$ cat src/rtl/ifetch_sequencer_if.sv
// Fetch-stage bundle: instruction-memory handshake, decode hand-off,
// redirect inputs and the observable PC state of the sequencer.
interface ifetch_sequencer_if #(
  parameter int ADDR_W = 30
);
  // Handshake rules:
  // - imem_req/imem_addr form a request.
  // - imem_ready returns the word for imem_addr in the same cycle.
  // - A word transfers to decode only when imem_req & imem_ready & ~stall
  //   with no redirect; instr_valid marks exactly those cycles.
  // - An unaccepted word is requested again at the same address.
  logic              imem_req;
  logic [ADDR_W-1:0] imem_addr;
  logic              imem_ready;
  logic              stall;
  logic              instr_valid;
  logic [ADDR_W-1:0] instr_pc;
  logic [ADDR_W-1:0] redir_pc;
  logic              branch_taken;
  logic [15:0]       branch_offset;
  logic              jump;
  logic [25:0]       jump_target;
  logic              jr;
  logic [ADDR_W-1:0] jr_target;
  logic [1:0]        pc_src;
  logic [ADDR_W-1:0] pc;

  modport master (
    output imem_req, imem_addr, instr_valid, instr_pc, pc_src, pc,
    input  imem_ready, stall, redir_pc, branch_taken, branch_offset,
           jump, jump_target, jr, jr_target
  );

  modport slave (
    input  imem_req, imem_addr, instr_valid, instr_pc, pc_src, pc,
    output imem_ready, stall, redir_pc, branch_taken, branch_offset,
           jump, jump_target, jr, jr_target
  );
endinterface

$ cat src/rtl/ifetch_sequencer.sv
// Instruction-fetch sequencer: owns the word-address PC, handshakes with
// instruction memory, and squashes the in-flight fetch on every redirect.
module ifetch_sequencer #(
  parameter int                ADDR_W   = 30,
  parameter logic [ADDR_W-1:0] RESET_PC = '0
) (
  input  logic               clk,
  input  logic               reset,
  ifetch_sequencer_if.master bus,
  output logic [1:0]         state_dbg
);
  localparam logic [1:0] S_RST   = 2'd0;
  localparam logic [1:0] S_FETCH = 2'd1;
  localparam logic [1:0] S_FLUSH = 2'd2;

  localparam logic [1:0] SRC_SEQ    = 2'd0;
  localparam logic [1:0] SRC_BRANCH = 2'd1;
  localparam logic [1:0] SRC_JUMP   = 2'd2;
  localparam logic [1:0] SRC_JR     = 2'd3;

  localparam logic [ADDR_W-1:0] ONE = 1;

  logic [1:0]        state;
  logic [ADDR_W-1:0] pc_q;
  logic [1:0]        src_q;

  logic              redirect;
  logic [ADDR_W-1:0] redir_plus1;
  logic [ADDR_W-1:0] target;
  logic [1:0]        target_src;
  logic              in_fetch;
  logic              accept;

  assign redirect    = bus.jr | bus.jump | bus.branch_taken;
  assign redir_plus1 = bus.redir_pc + ONE;

  // jr outranks jump, which outranks a taken branch.
  always_comb begin
    target     = redir_plus1 + {{(ADDR_W-16){bus.branch_offset[15]}}, bus.branch_offset};
    target_src = SRC_BRANCH;
    if (bus.jr) begin
      target     = bus.jr_target;
      target_src = SRC_JR;
    end else if (bus.jump) begin
      target     = {redir_plus1[ADDR_W-1:26], bus.jump_target};
      target_src = SRC_JUMP;
    end
  end

  assign in_fetch = ~reset & (state == S_FETCH);
  assign accept   = in_fetch & ~redirect & bus.imem_ready & ~bus.stall;

  always_ff @(posedge clk) begin
    if (reset) begin
      state <= S_RST;
      pc_q  <= RESET_PC;
      src_q <= SRC_SEQ;
    end else begin
      case (state)
        S_RST: state <= S_FETCH;
        S_FETCH: begin
          if (redirect) begin
            pc_q  <= target;
            src_q <= target_src;
            state <= S_FLUSH;
          end else if (bus.imem_ready && !bus.stall) begin
            pc_q  <= pc_q + ONE;
            src_q <= SRC_SEQ;
          end
        end
        S_FLUSH: begin
          // Any imem_ready here answers the squashed request and is dropped.
          if (redirect) begin
            pc_q  <= target;
            src_q <= target_src;
          end else begin
            state <= S_FETCH;
          end
        end
        default: state <= S_RST;
      endcase
    end
  end

  // Outputs are forced to their reset values for the whole reset cycle,
  // even before the first reset edge has been seen.
  logic [ADDR_W-1:0] pc_out;
  assign pc_out          = reset ? RESET_PC : pc_q;
  assign bus.pc          = pc_out;
  assign bus.imem_addr   = pc_out;
  assign bus.pc_src      = reset ? SRC_SEQ : src_q;
  assign bus.imem_req    = in_fetch;
  assign bus.instr_valid = accept;
  assign bus.instr_pc    = accept ? pc_q : '0;
  assign state_dbg       = state;
endmodule

$ cat src/flat_wrapper.sv
// flat-port wrapper written by rule: the top's interface ports become plain ports
module ifetch_sequencer_flat 
#(
  parameter int                ADDR_W   = 30,
  parameter logic [ADDR_W-1:0] RESET_PC = '0
)
  (clk, reset, state_dbg, bus_imem_req, bus_imem_addr, bus_instr_valid, bus_instr_pc, bus_pc_src, bus_pc, bus_imem_ready, bus_stall, bus_redir_pc, bus_branch_taken, bus_branch_offset, bus_jump, bus_jump_target, bus_jr, bus_jr_target);
  ifetch_sequencer_if #(.ADDR_W(ADDR_W)) bus_i ();
  input  logic clk;
  input  logic reset;
  output logic [1:0] state_dbg;
  output wire logic [$bits(bus_i.imem_req)-1:0] bus_imem_req;
  output wire logic [$bits(bus_i.imem_addr)-1:0] bus_imem_addr;
  output wire logic [$bits(bus_i.instr_valid)-1:0] bus_instr_valid;
  output wire logic [$bits(bus_i.instr_pc)-1:0] bus_instr_pc;
  output wire logic [$bits(bus_i.pc_src)-1:0] bus_pc_src;
  output wire logic [$bits(bus_i.pc)-1:0] bus_pc;
  input wire logic [$bits(bus_i.imem_ready)-1:0] bus_imem_ready;
  input wire logic [$bits(bus_i.stall)-1:0] bus_stall;
  input wire logic [$bits(bus_i.redir_pc)-1:0] bus_redir_pc;
  input wire logic [$bits(bus_i.branch_taken)-1:0] bus_branch_taken;
  input wire logic [$bits(bus_i.branch_offset)-1:0] bus_branch_offset;
  input wire logic [$bits(bus_i.jump)-1:0] bus_jump;
  input wire logic [$bits(bus_i.jump_target)-1:0] bus_jump_target;
  input wire logic [$bits(bus_i.jr)-1:0] bus_jr;
  input wire logic [$bits(bus_i.jr_target)-1:0] bus_jr_target;
  assign bus_imem_req = bus_i.imem_req;
  assign bus_imem_addr = bus_i.imem_addr;
  assign bus_instr_valid = bus_i.instr_valid;
  assign bus_instr_pc = bus_i.instr_pc;
  assign bus_pc_src = bus_i.pc_src;
  assign bus_pc = bus_i.pc;
  assign bus_i.imem_ready = bus_imem_ready;
  assign bus_i.stall = bus_stall;
  assign bus_i.redir_pc = bus_redir_pc;
  assign bus_i.branch_taken = bus_branch_taken;
  assign bus_i.branch_offset = bus_branch_offset;
  assign bus_i.jump = bus_jump;
  assign bus_i.jump_target = bus_jump_target;
  assign bus_i.jr = bus_jr;
  assign bus_i.jr_target = bus_jr_target;
  ifetch_sequencer #(.ADDR_W(ADDR_W), .RESET_PC(RESET_PC)) u_core (.clk(clk), .reset(reset), .bus(bus_i), .state_dbg(state_dbg));
endmodule
$ cat config.mk
export PLATFORM = sky130hd
export DESIGN_NAME = ifetch_sequencer_flat
export DESIGN_NICKNAME = d
export VERILOG_FILES = /design/src/rtl/ifetch_sequencer_if.sv /design/src/rtl/ifetch_sequencer.sv /design/src/flat_wrapper.sv
export SDC_FILE = /design/constraint.sdc
export NUM_CORES = 1
export LEC_CHECK = 0
export BUFFER_PORTS_ARGS = -buffer_cell sky130_fd_sc_hd__buf_2
export CAP_MARGIN = 40
export CORE_ASPECT_RATIO = 2
export CORE_UTILIZATION = 35
export CTS_BUF_LIST = sky130_fd_sc_hd__clkbuf_16
export DETAILED_ROUTE_END_ITERATION = 10
export PLACE_DENSITY = 0.73
export SETUP_SLACK_MARGIN = 0.4
export SYNTH_ARGS = -nofsm -noshare
export SYNTH_HDL_FRONTEND = slang
export SYNTH_SLANG_ARGS = --single-unit
$ cat constraint.sdc
create_clock -name clk -period 8.9 [get_ports clk]
set_input_delay 0.445 -clock clk [delete_from_list [all_inputs] [get_ports clk]]
set_output_delay 0.445 -clock clk [all_outputs]
set_load 0.01 [all_outputs]
==> results of run 1 <==
state kept, by name (all words and copies together) (netlist names):
name,count
u_core.pc_q,30
u_core.state_dbg,2
u_core.src_q,2
cells by family after synthesis:
kind of cell               share of synthesized area [%]
DFF                                                 12.8
adders and majority gates                           9.58
xor gates and xnor gates                            8.92
buffers and inverters                               7.83
and+or+nand+nor                                     32.1
muxes                                               1.53
AOI/OAI and AO/OA                                   27.2
how the worst max path moves through the flow:
stage / depth (start not counted) / to / start / slack, ns
2_1_floorplan: 16 / u_core.pc_q[27] / bus_redir_pc[0] / 5.42
3_3_place_gp: 16 / u_core.pc_q[27] / bus_redir_pc[0] / 4.82
3_5_place_dp: 16 / u_core.pc_q[27] / bus_redir_pc[0] / 4.77
4_1_cts: 16 / u_core.pc_q[27] / bus_redir_pc[0] / 5.07
5_1_grt: 16 / u_core.pc_q[29] / bus_redir_pc[0] / 4.70
6_report: 16 / u_core.pc_q[29] / bus_redir_pc[0] / 5.10
metal layers:
| layer | vias up | track usage [%] | part of all wire [%] |
|---|---|---|---|
| met2 | 229 | 43.8 | 53 |
| met4 | 0 | 14.6 | 5.4 |
| li1 | 3070 | - | - |
| met1 | 2805 | 26.1 | 38 |
| met5 | - | 0 | 0 |
| met3 | 56 | 2.20 | 4.5 |
critical path: stages:
cell and delay [ns]:
buf_2 0.12, ha_1 0.19, nand3_1 0.19, or3_1 0.42, nor2_1 0.19, nand2_1 0.09, xnor2_1 0.13, ha_1 0.45
a21oi_1 0.17, o21ai_0 0.26, nor2_1 0.08, a211oi_1 0.46, a221o_1 0.28, a221oi_1 0.10, o32ai_1 0.35, a211oi_2 0.05
through the flow:
| step | power [mW] | hold slack (ns) | cells | setup WS [ns] |
|---|---|---|---|---|
| after floorplan | 0.601 | 0.458 | 766 | 5.42 |
| after global placement | 0.738 | 0.478 | 1104 | 4.82 |
| after detailed placement | 0.750 | 0.489 | 1105 | 4.77 |
| after CTS | 0.927 | 0.445 | 1113 | 5.07 |
| after global routing | 1.00 | 0.452 | 1116 | 4.70 |
| final | 0.929 | 0.445 | 1116 | 5.10 |
cells in the final DEF (no fill, tap or decap), types with 7 or more instances in the layout:
master | synthesis | layout
o211ai_1 | 16 | 16
o21ai_0 | 46 | 46
xnor2_1 | 40 | 40
nor3_1 | 14 | 14
a31oi_1 | 10 | 10
nand3_1 | 27 | 27
xor2_1 | 14 | 14
and2_1 | 34 | 34
nor2b_1 | 32 | 32
nand2_1 | 74 | 74
nand4_1 | 19 | 19
ha_1 | 39 | 39
buf_2 | 2 | 204
and4_1 | 8 | 8
a211oi_1 | 13 | 13
and3_1 | 10 | 10
mux2i_1 | 7 | 7
nor2_1 | 72 | 72
or2_2 | 7 | 7
o22ai_1 | 9 | 9
inv_1 | 13 | 13
a21oi_1 | 57 | 57
dfxtp_1 | 34 | 34
a21o_1 | 13 | 13
power groups by stage:
| stage | Clock, mW | Sequential, mW | Combinational (mW) |
|---|---|---|---|
| final | 0.177 | 0.256 | 0.496 |
| after global routing | 0.183 | 0.264 | 0.554 |
| after CTS | 0.178 | 0.254 | 0.494 |
| after detailed placement | 0 | 0.258 | 0.492 |
| after global placement | 0 | 0.257 | 0.481 |
| after floorplan | 0 | 0.237 | 0.364 |
final cells by class:
| class | count | area (um2) | share of cell area (%) |
|---|---|---|---|
| multi-input combinational | 653 | 4210 | 65.7 |
| timing repair buffer | 210 | 1070 | 16.7 |
| sequential | 34 | 681 | 10.6 |
| tap | 195 | 244 | 3.80 |
| clock buffer | 5 | 125 | 1.95 |
| inverter | 13 | 48.8 | 0.761 |
| clock inverter | 3 | 20.0 | 0.312 |
| antenna | 3 | 7.51 | 0.117 |
==> flow_metrics.env, run 1 <==
export IMPL_die_h_um=176
export IMPL_netlist_area_mm2=0.00530
export IMPL_synth_commonest_cells="74 x nand2_1, 72 x nor2_1, 57 x a21oi_1"
export IMPL_port_buffer_count=204
export IMPL_die_x_um=89.0
export IMPL_antenna_found_initial=3
export IMPL_final_util_pct=43.3
export IMPL_powerDensity_mw_per_mm2=145
export IMPL_intPower_mw=0.509
export IMPL_drtPass1Iterations=7
export IMPL_fmax_mhz=263
export IMPL_rows=63
export IMPL_worstSkewPairLatency_ns=0.29
export IMPL_place_area_mm2=0.00626
export IMPL_grt_start_max_net_pins=65
export IMPL_hold_start="bus_jr_target[11]"
export IMPL_synth_edf_count=0
export IMPL_reg2reg_depth=7
export IMPL_cts_resized_gates=0
export IMPL_final_area_mm2=0.00641
export IMPL_drive_above_1_share_pct=25.9
export IMPL_setup_viol=0
export IMPL_cts_tree="built"
export IMPL_p_seq_share_pct=27.6
export IMPL_yosysSeqAreaShare_pct=12.8
export IMPL_synth_top_area_cell="dfxtp_1"
export IMPL_p_comb_share_pct=53.4
export IMPL_whs_path_depth=3
export IMPL_ant_nets=0
export IMPL_wl_per_cell_um=16.8
export IMPL_grt_pass1_vias=5754
export IMPL_post_route_period_util_pct=42.7
export IMPL_cts_max_path_buffers=2
export IMPL_ys_types=66
export IMPL_drv_slew=0
export IMPL_synthArstFlopShare_pct=0
export IMPL_grt_pass1_wl_um=29200
export IMPL_drc=0
export IMPL_criticalPathCategory="primary input to flip-flop"
export IMPL_rsz0062_at_grt="false"
export IMPL_crit_fanout=8
export IMPL_synth_top_area_share_pct=12.8
export IMPL_period_minus_slack_ns=3.80
export IMPL_ir_drop_v=0.0000675
export IMPL_overflow=0
export IMPL_cts_setup_buffers=0
export IMPL_outcome="finished clean"
export IMPL_hold_buffers=0
export IMPL_avgSynthCellArea_um2=6.92
export IMPL_startpoint_type="primary input"
export IMPL_fin_tns_setup_ns=0
export IMPL_p_switching_mw=0.421
export IMPL_routed_wl_um=18800
export IMPL_syn_num_nets=915
export IMPL_synth_most_common_cell="nand2_1"
export IMPL_p_clk_share_pct=19.0
export IMPL_netSwitchingFraction_pct=45.3
export IMPL_p_leak_nw=2.88
export IMPL_clock_skew_final_ns=0.00430
export IMPL_io_pins=205
export IMPL_ctsRootBufferMaster="clkbuf_16"
export IMPL_worst_pin_slew_ns=0.666
export IMPL_floorplan_initialDensity_pct=35.8
export IMPL_crit_required_ns=9.07
export IMPL_r2r_start="u_core.pc_q[11]"
export IMPL_cp_arrival_ns=3.98
export IMPL_holdPathEnd="u_core.pc_q[11]"
export IMPL_num_vias=6160
export IMPL_clock_sinks=34
export IMPL_ys_warn_count=0
export IMPL_die_area_mm2=0.0157
export IMPL_via_per_inst=5.52
export IMPL_n_fill_cell=1670
export IMPL_r2r_end="u_core.pc_q[29]"
export IMPL_ys_flop_type="dfxtp_1"
export IMPL_synthToLayoutAreaGrowth_pct=20.9
export IMPL_relSlewSlack_pct=54.4
export IMPL_synth_area_leaders="dfxtp_1 13%, ha_1 9.2%, xnor2_1 6.6%, a21oi_1 5.4%, nand2_1 5.2%"
export IMPL_hold_viol=0
export IMPL_coreArea_mm2=0.0148
export IMPL_h_tree_depth=2
export IMPL_max_cap_violations=0
export IMPL_num_nets_final=1066
export IMPL_syn_inst=766
export IMPL_hp_class="primary input to flip-flop"
export IMPL_clkTransAtPathRegs_ns=0.06
export IMPL_cts_made_buffers=5
export IMPL_synth_seq_cells=34
export IMPL_drtIter0Drc=245
export IMPL_r2r_setup_slack_ns=6.31
export IMPL_cp_end_kind="flip-flop"
export IMPL_dp_hpwl_um=15400
export IMPL_grtUsageTotal_pct=24.1
export IMPL_gp_congestion=0.933
No activity file was read; power rests on OpenSTA's default activity.
==> run 2: changes to the inputs <==
--- a/config.mk
+++ b/config.mk
@@ -5,6 +5,7 @@
 export SDC_FILE = /design/constraint.sdc
 export NUM_CORES = 1
 export LEC_CHECK = 0
+export ABC_AREA = 1
 export BUFFER_PORTS_ARGS = -buffer_cell sky130_fd_sc_hd__buf_2
 export CAP_MARGIN = 40
 export CORE_ASPECT_RATIO = 2
==> constraint.sdc (replaced) <==
create_clock -name clk -period 3.35 [get_ports clk]
set_input_delay 0.1675 -clock clk [delete_from_list [all_inputs] [get_ports clk]]
set_output_delay 0.1675 -clock clk [all_outputs]
set_load 0.01 [all_outputs]
==> run 2 against run 1 <==
The flow now finishes with violations (DRC). Cell area rose by 20%. Critical endpoint is now u_core.pc_q[22]. Sequential cell count did not move. Largest cell class unchanged. Worst setup slack worse by 4.5 ns. Largest power group unchanged. Critical path type unchanged. Via count is 31% higher.
==> flow_metrics.env, run 2 <==
export IMPL_synthArstFlopShare_pct=0
export IMPL_grt_start_max_net_pins=37
export IMPL_avgSynthCellArea_um2=5.38
export IMPL_hold_buffers=0
export IMPL_via_per_inst=5.13
export IMPL_synth_seq_cells=34
export IMPL_setup_viol=0
export IMPL_ys_types=47
export IMPL_drtPass1Iterations=8
export IMPL_ys_flop_type="dfxtp_1"
export IMPL_ys_warn_count=0
export IMPL_drc=32
export IMPL_hold_ws_ns=0.214
export IMPL_synth_commonest_cells="378 x nand2_1, 185 x inv_1, 167 x nor2_1"
export IMPL_rsz0062_at_grt="true"
export IMPL_netSwitchingFraction_pct=47.2
export IMPL_wl_per_cell_um=15.7
export IMPL_largest_register_ffs=30
export IMPL_final_cell_mix="378 x nand2_1, 204 x buf_2, 185 x inv_1"
export IMPL_io_pins=205
export IMPL_outcome="finished, violations left"
export IMPL_intPower_mw=1.30
export IMPL_p_comb_share_pct=52.8
export IMPL_port_buffer_count=204
export IMPL_die_x_um=97.7
export IMPL_dp_hpwl_um=21300
export IMPL_crit_required_ns=3.54
export IMPL_h_tree_depth=2
export IMPL_cts_made_buffers=5
export IMPL_ant_nets=0
export IMPL_clock_skew_final_ns=0.00936
export IMPL_clkTransAtPathRegs_ns=0.06
export IMPL_clock_sinks=34
export IMPL_die_area_mm2=0.0189
export IMPL_powerDensity_mw_per_mm2=320
export IMPL_worst_pin_slew_ns=0.695
export IMPL_grt_pass1_wl_um=39200
export IMPL_p_leak_nw=4.29
export IMPL_cp_arrival_ns=2.98
export IMPL_coreArea_mm2=0.0179
export IMPL_rows=69
export IMPL_overflow=0
export IMPL_num_nets_final=1510
export IMPL_ctsRootBufferMaster="clkbuf_16"
export IMPL_instances_no_fill=1575
export IMPL_synth_area_leaders="nand2_1 22%, inv_1 11%, dfxtp_1 11%, nor2_1 9.8%, ha_1 7.6%"
export IMPL_relSlewSlack_pct=53.3
export IMPL_crit_fanout=4
export IMPL_grtUsageTotal_pct=26.4
export IMPL_synth_edf_count=0
export IMPL_post_route_period_util_pct=83.3
export IMPL_period_minus_slack_ns=2.79
export IMPL_routed_wl_um=24800
export IMPL_drv_slew=0
export IMPL_n_fill_cell=2030
export IMPL_p_clk_share_pct=22.6
export IMPL_criticalPathCategory="primary input to flip-flop"
export IMPL_final_common_cell="nand2_1"
export IMPL_netlist_area_mm2=0.00641
export IMPL_p_seq_share_pct=24.6
export IMPL_crit_chain="buf_2 -> nand2_1 -> nor2_2 -> nand3_2 -> or3_4 -> xnor2_1 -> ha_1 -> nand2_1 -> nor2_1 -> nand2_1 -> inv_1 -> nand4_1 -> nand3_1 -> nand2_1 -> nand3_1 -> nand2_1 -> nand2_1 -> nand2_1"
export IMPL_p_switching_mw=1.16
export IMPL_cp_end_kind="flip-flop"
export IMPL_startpoint_type="primary input"
export IMPL_syn_num_nets=1340
export IMPL_drive_above_1_share_pct=21.4
export IMPL_antenna_cells=0
export IMPL_fin_tns_setup_ns=0
export IMPL_violations="DRC"
export IMPL_antenna_found_initial=0
export IMPL_critPathSlowestCell="or3_4"
export IMPL_synth_top_area_share_pct=22.1
export IMPL_worstSkewPairLatency_ns=0.30
export IMPL_cts_tree="built"
export IMPL_grt_pass1_vias=8101
export IMPL_drtIter0Drc=447
export IMPL_top_register="u_core.pc_q"
export IMPL_hold_viol=0
export IMPL_max_cap_violations=0
export IMPL_gp_congestion=1.03
export IMPL_yosysSeqAreaShare_pct=10.6
export IMPL_ir_drop_v=0.000199
export IMPL_cp_common_cell="nand2_1"
export IMPL_floorplan_initialDensity_pct=35.8
export IMPL_hp_class="primary input to flip-flop"
export IMPL_cts_max_path_buffers=2
export IMPL_fmax_mhz=358
export IMPL_num_vias=8079
export IMPL_synth_most_common_cell="nand2_1"
export IMPL_die_h_um=193
export IMPL_placed_cells=1567
export IMPL_synth_top_area_cell="nand2_1"
export IMPL_slowest_delay_ns=0.41
export IMPL_syn_inst=1191
export IMPL_synthToLayoutAreaGrowth_pct=20.4
[run 2: cell types whose count changed in the layout (fill, tap and decap cells not counted), sizes merged, moves of 13 or more]
cell | before | now
o21ai | 52 | 33
inv | 14 | 191
and2 | 34 | 1
nand3 | 28 | 72
nand2 | 74 | 389
xnor2 | 40 | 12
a21o | 13 | 0
nor2b | 32 | 0
a211oi | 15 | 1
nor2 | 73 | 184
[run 2: final cells by class]
cell class / count / area, um2 / area share [%]
flip-flops and latches: 34 / 681 / 8.82
clock inverters: 3 / 45.0 / 0.584
well taps: 213 / 267 / 3.45
clock buffers: 5 / 125 / 1.62
repair buffers: 220 / 1160 / 15.1
multi-input cells: 909 / 4720 / 61.1
inverters: 191 / 719 / 9.33
[run 2: final timing paths]
check                                          from  cells past startpoint                  end  slack [ns]
worst max-delay path                bus_redir_pc[6]                     18      u_core.pc_q[22]        0.56
worst min-delay path             bus_jump_target[2]                      3       u_core.pc_q[2]        0.21
worst max register to register  u_core.state_dbg[0]                      9      u_core.pc_q[13]        1.16
worst min register to register  u_core.state_dbg[0]                      2  u_core.state_dbg[0]        0.53
[run 2: cells by family after synthesis]
kind of cell | share of synthesized area (%)
AOI/OAI and AO/OA | 12.3
xor gates and xnor gates | 5.20
adders and majority gates | 7.93
buffers and inverters | 16.7
DFF | 10.6
and+or+nand+nor | 47.2
[run 2: timing repair]
item	4_1_cts	5_1_grt
buffers inserted	0	0
resized for setup	2	12
endpoints found under the setup margin	2	9
[run 2: worst max-delay path: cells and delay by family]
| kind | cells | cell delay, ns |
|---|---|---|
| AND/OR/NAND/NOR | 14 | 2.11 |
| XOR/XNOR | 1 | 0.14 |
| buffers and inverters | 2 | 0.19 |
| adder cells (fa/ha/maj) | 1 | 0.37 |
[run 2: metal layers]
metal / GRT usage, % / wire [um]
met1: 23.3 / 8130
met2: 52.9 / 13700
met3: 1.52 / 909
met4: 21.8 / 2060
met5: 0 / 0
[run 2: through the flow]
| step | util (%) | worst slack, ns | cell area [um2] | total power, mW |
|---|---|---|---|---|
| after global placement | 41.8 | 0.0403 | 7470 | 1.88 |
| after floorplan | - | 0.961 | 6410 | 1.49 |
| after global routing | 43.2 | 0.375 | 7710 | 2.65 |
| after detailed placement | 41.9 | 0.0316 | 7490 | 1.90 |
| after CTS | 42.9 | 0.452 | 7670 | 2.45 |
| final | 43.2 | 0.559 | 7710 | 2.47 |
[run 2: power by group through the flow]
stage                     clock (mW)  combinational (mW)  sequential, mW
after floorplan                    0               0.909           0.582
after global placement             0                1.27           0.611
after detailed placement           0                1.28           0.611
after CTS                      0.557                1.29           0.603
after global routing           0.572                1.46           0.620
final                          0.557                1.30           0.608
==> run 3: changes to the inputs <==
--- a/config.mk
+++ b/config.mk
@@ -12,7 +12,7 @@
 export CORE_UTILIZATION = 35
 export CTS_BUF_LIST = sky130_fd_sc_hd__clkbuf_16
 export DETAILED_ROUTE_END_ITERATION = 10
-export PLACE_DENSITY = 0.73
+export PLACE_DENSITY = 0.71
 export SETUP_SLACK_MARGIN = 0.4
 export SYNTH_ARGS = -nofsm -noshare
 export SYNTH_HDL_FRONTEND = slang
==> constraint.sdc (replaced) <==
create_clock -name clk -period 2.8 [get_ports clk]
set_input_delay 0.14 -clock clk [delete_from_list [all_inputs] [get_ports clk]]
set_output_delay 0.14 -clock clk [all_outputs]
set_load 0.01 [all_outputs]
==> run 3 against run 2 <==
The flow still finishes with violations (DRC). Combinational power up 37%. Wire length up 2.7%. Non-clock buffer count up 92. Sequential power up 20%. Clock skew down 0.0043 ns. Cell count up 5.8%. Worst setup slack worse by 0.20 ns. Cell area up 15%.
==> flow_metrics.env, run 3 (synthesis gave the netlist of run 2 again) <==
export IMPL_hp_class="primary input to flip-flop"
export IMPL_n_fill_cell=1888
export IMPL_r2r_setup_slack_ns=0.60
export IMPL_cp_end_kind="flip-flop"
export IMPL_slowest_delay_ns=0.41
export IMPL_wl_per_cell_um=15.3
export IMPL_critPathSlowestCell="or3_4"
export IMPL_grt_pass1_vias=8490
export IMPL_p_total_mw=3.05
export IMPL_cts_max_path_buffers=2
export IMPL_cts_tree="built"
export IMPL_die_x_um=97.7
export IMPL_via_per_inst=5.06
export IMPL_die_h_um=193
export IMPL_grt_pass1_wl_um=40100
export IMPL_drtPass1Iterations=9
export IMPL_cp_arrival_ns=2.62
export IMPL_clock_sinks=34
export IMPL_final_cell_mix="351 x nand2_1, 195 x buf_2, 181 x inv_1"
export IMPL_drive_above_1_share_pct=32.0
export IMPL_setup_viol=0
export IMPL_fmax_mhz=410
export IMPL_criticalPathCategory="primary input to flip-flop"
export IMPL_clkTransAtPathRegs_ns=0.06
export IMPL_crit_chain="buf_2 -> nand2_2 -> nor2_4 -> nand3_4 -> or3_4 -> xnor2_1 -> ha_1 -> nand2_1 -> inv_1 -> buf_4 -> nand2_1 -> nor3_4 -> buf_4 -> a21oi_2 -> nand2_1 -> nand2_1 -> nand3_1 -> nand2_2 -> a21oi_2"
export IMPL_fin_tns_setup_ns=0
export IMPL_period_minus_slack_ns=2.44
export IMPL_crit_required_ns=2.98
export IMPL_powerDensity_mw_per_mm2=344
export IMPL_rows=69
export IMPL_hold_ws_ns=0.220
export IMPL_relSlewSlack_pct=53.3
export IMPL_coreArea_mm2=0.0179
export IMPL_num_vias=8433
export IMPL_max_cap_violations=0
export IMPL_final_util_pct=49.6
export IMPL_antenna_found_initial=0
export IMPL_io_pins=205
export IMPL_die_area_mm2=0.0189
export IMPL_ir_drop_v=0.000250
export IMPL_cts_made_buffers=5
export IMPL_startpoint_type="primary input"
export IMPL_gp_congestion=0.940
export IMPL_hold_viol=0
export IMPL_violations="DRC"
export IMPL_ctsRootBufferMaster="clkbuf_16"
export IMPL_top_register="u_core.pc_q"
export IMPL_floorplan_initialDensity_pct=35.8
export IMPL_post_route_period_util_pct=87.0
export IMPL_port_buffer_count=204
export IMPL_routed_wl_um=25500
export IMPL_drc=32
export IMPL_worst_pin_slew_ns=0.695
export IMPL_grtUsageTotal_pct=26.9
export IMPL_p_leak_nw=4.85
export IMPL_worstSkewPairLatency_ns=0.29
export IMPL_grt_start_max_net_pins=37
export IMPL_clock_skew_final_ns=0.00510
export IMPL_h_tree_depth=2
export IMPL_num_nets_final=1602
export IMPL_final_common_cell="nand2_1"
export IMPL_dp_hpwl_um=21300
export IMPL_overflow=0
export IMPL_rsz0062_at_grt="true"
export IMPL_drv_slew=0
export IMPL_antenna_cells=0
export IMPL_largest_register_ffs=30
export IMPL_outcome="finished, violations left"
export IMPL_ant_nets=0
export IMPL_crit_fanout=3
export IMPL_drtIter0Drc=436
export IMPL_synthToLayoutAreaGrowth_pct=38.4
export IMPL_cp_common_cell="nand2_1"
==> run 3: metal layers <==
| layer | vias up | global-route usage (%) | routed length [um] |
|---|---|---|---|
| li1 | 4253 | - | - |
| met1 | 3786 | 24.0 | 8180 |
| met2 | 289 | 54.4 | 14200 |
| met3 | 105 | 1.59 | 988 |
| met4 | 0 | 20.3 | 2120 |
| met5 | - | 0 | 0 |
==> run 3: power by group <==
| part | total, mW | internal, mW | leakage [nW] | switching (mW) |
|---|---|---|---|---|
| Clock | 0.543 | 0.322 | 0.0724 | 0.222 |
| Combinational | 1.78 | 0.677 | 4.50 | 1.10 |
| Sequential | 0.728 | 0.604 | 0.280 | 0.124 |
| Total | 3.05 | 1.60 | 4.85 | 1.45 |
==> run 3: area by class of cell <==
type                            count  area [um2]  share of cell area, %
Multi-Input combinational cell    909        5150                   58.1
Timing Repair Buffer              312        1910                   21.6
Inverter                          191         719                   8.12
Sequential cell                    34         681                   7.68
Tap cell                          213         267                   3.01
Clock buffer                        5         125                   1.41
Clock inverter                      3        12.5                  0.141
==> run 3: final timing paths <==
kind	start	end	cells past startpoint
max reg2reg	u_core.state_dbg[0]	u_core.pc_q[13]	9
min reg2reg	u_core.src_q[1]	u_core.src_q[1]	4
max	bus_redir_pc[8]	u_core.pc_q[28]	19
min	bus_jump_target[22]	u_core.pc_q[22]	5
==> run 3: through the flow <==
stage,setup WS [ns],cell area (um2),std cells
final,0.363,8860,1667
after global routing,0.167,8860,1667
after CTS,0.378,8530,1655
after detailed placement,-0.308,8020,1639
after global placement,-0.308,8000,1638
after floorplan,0.438,6410,1191
==> run 3: repair_timing <==
item	CTS	global route
endpoints found under the setup margin	20	39
hold buffers	0	0
resized for setup	80	65
pin swaps	29	33
setup buffers	8	12
==> run 3: worst max-delay path: cells and delay by family <==
family	cells	cell delay, ns
and+or+nand+nor	11	1.36
buffers and inverters	4	0.46
adders and majority gates	1	0.32
AOI/OAI and AO/OA	2	0.22
xor gates and xnor gates	1	0.14
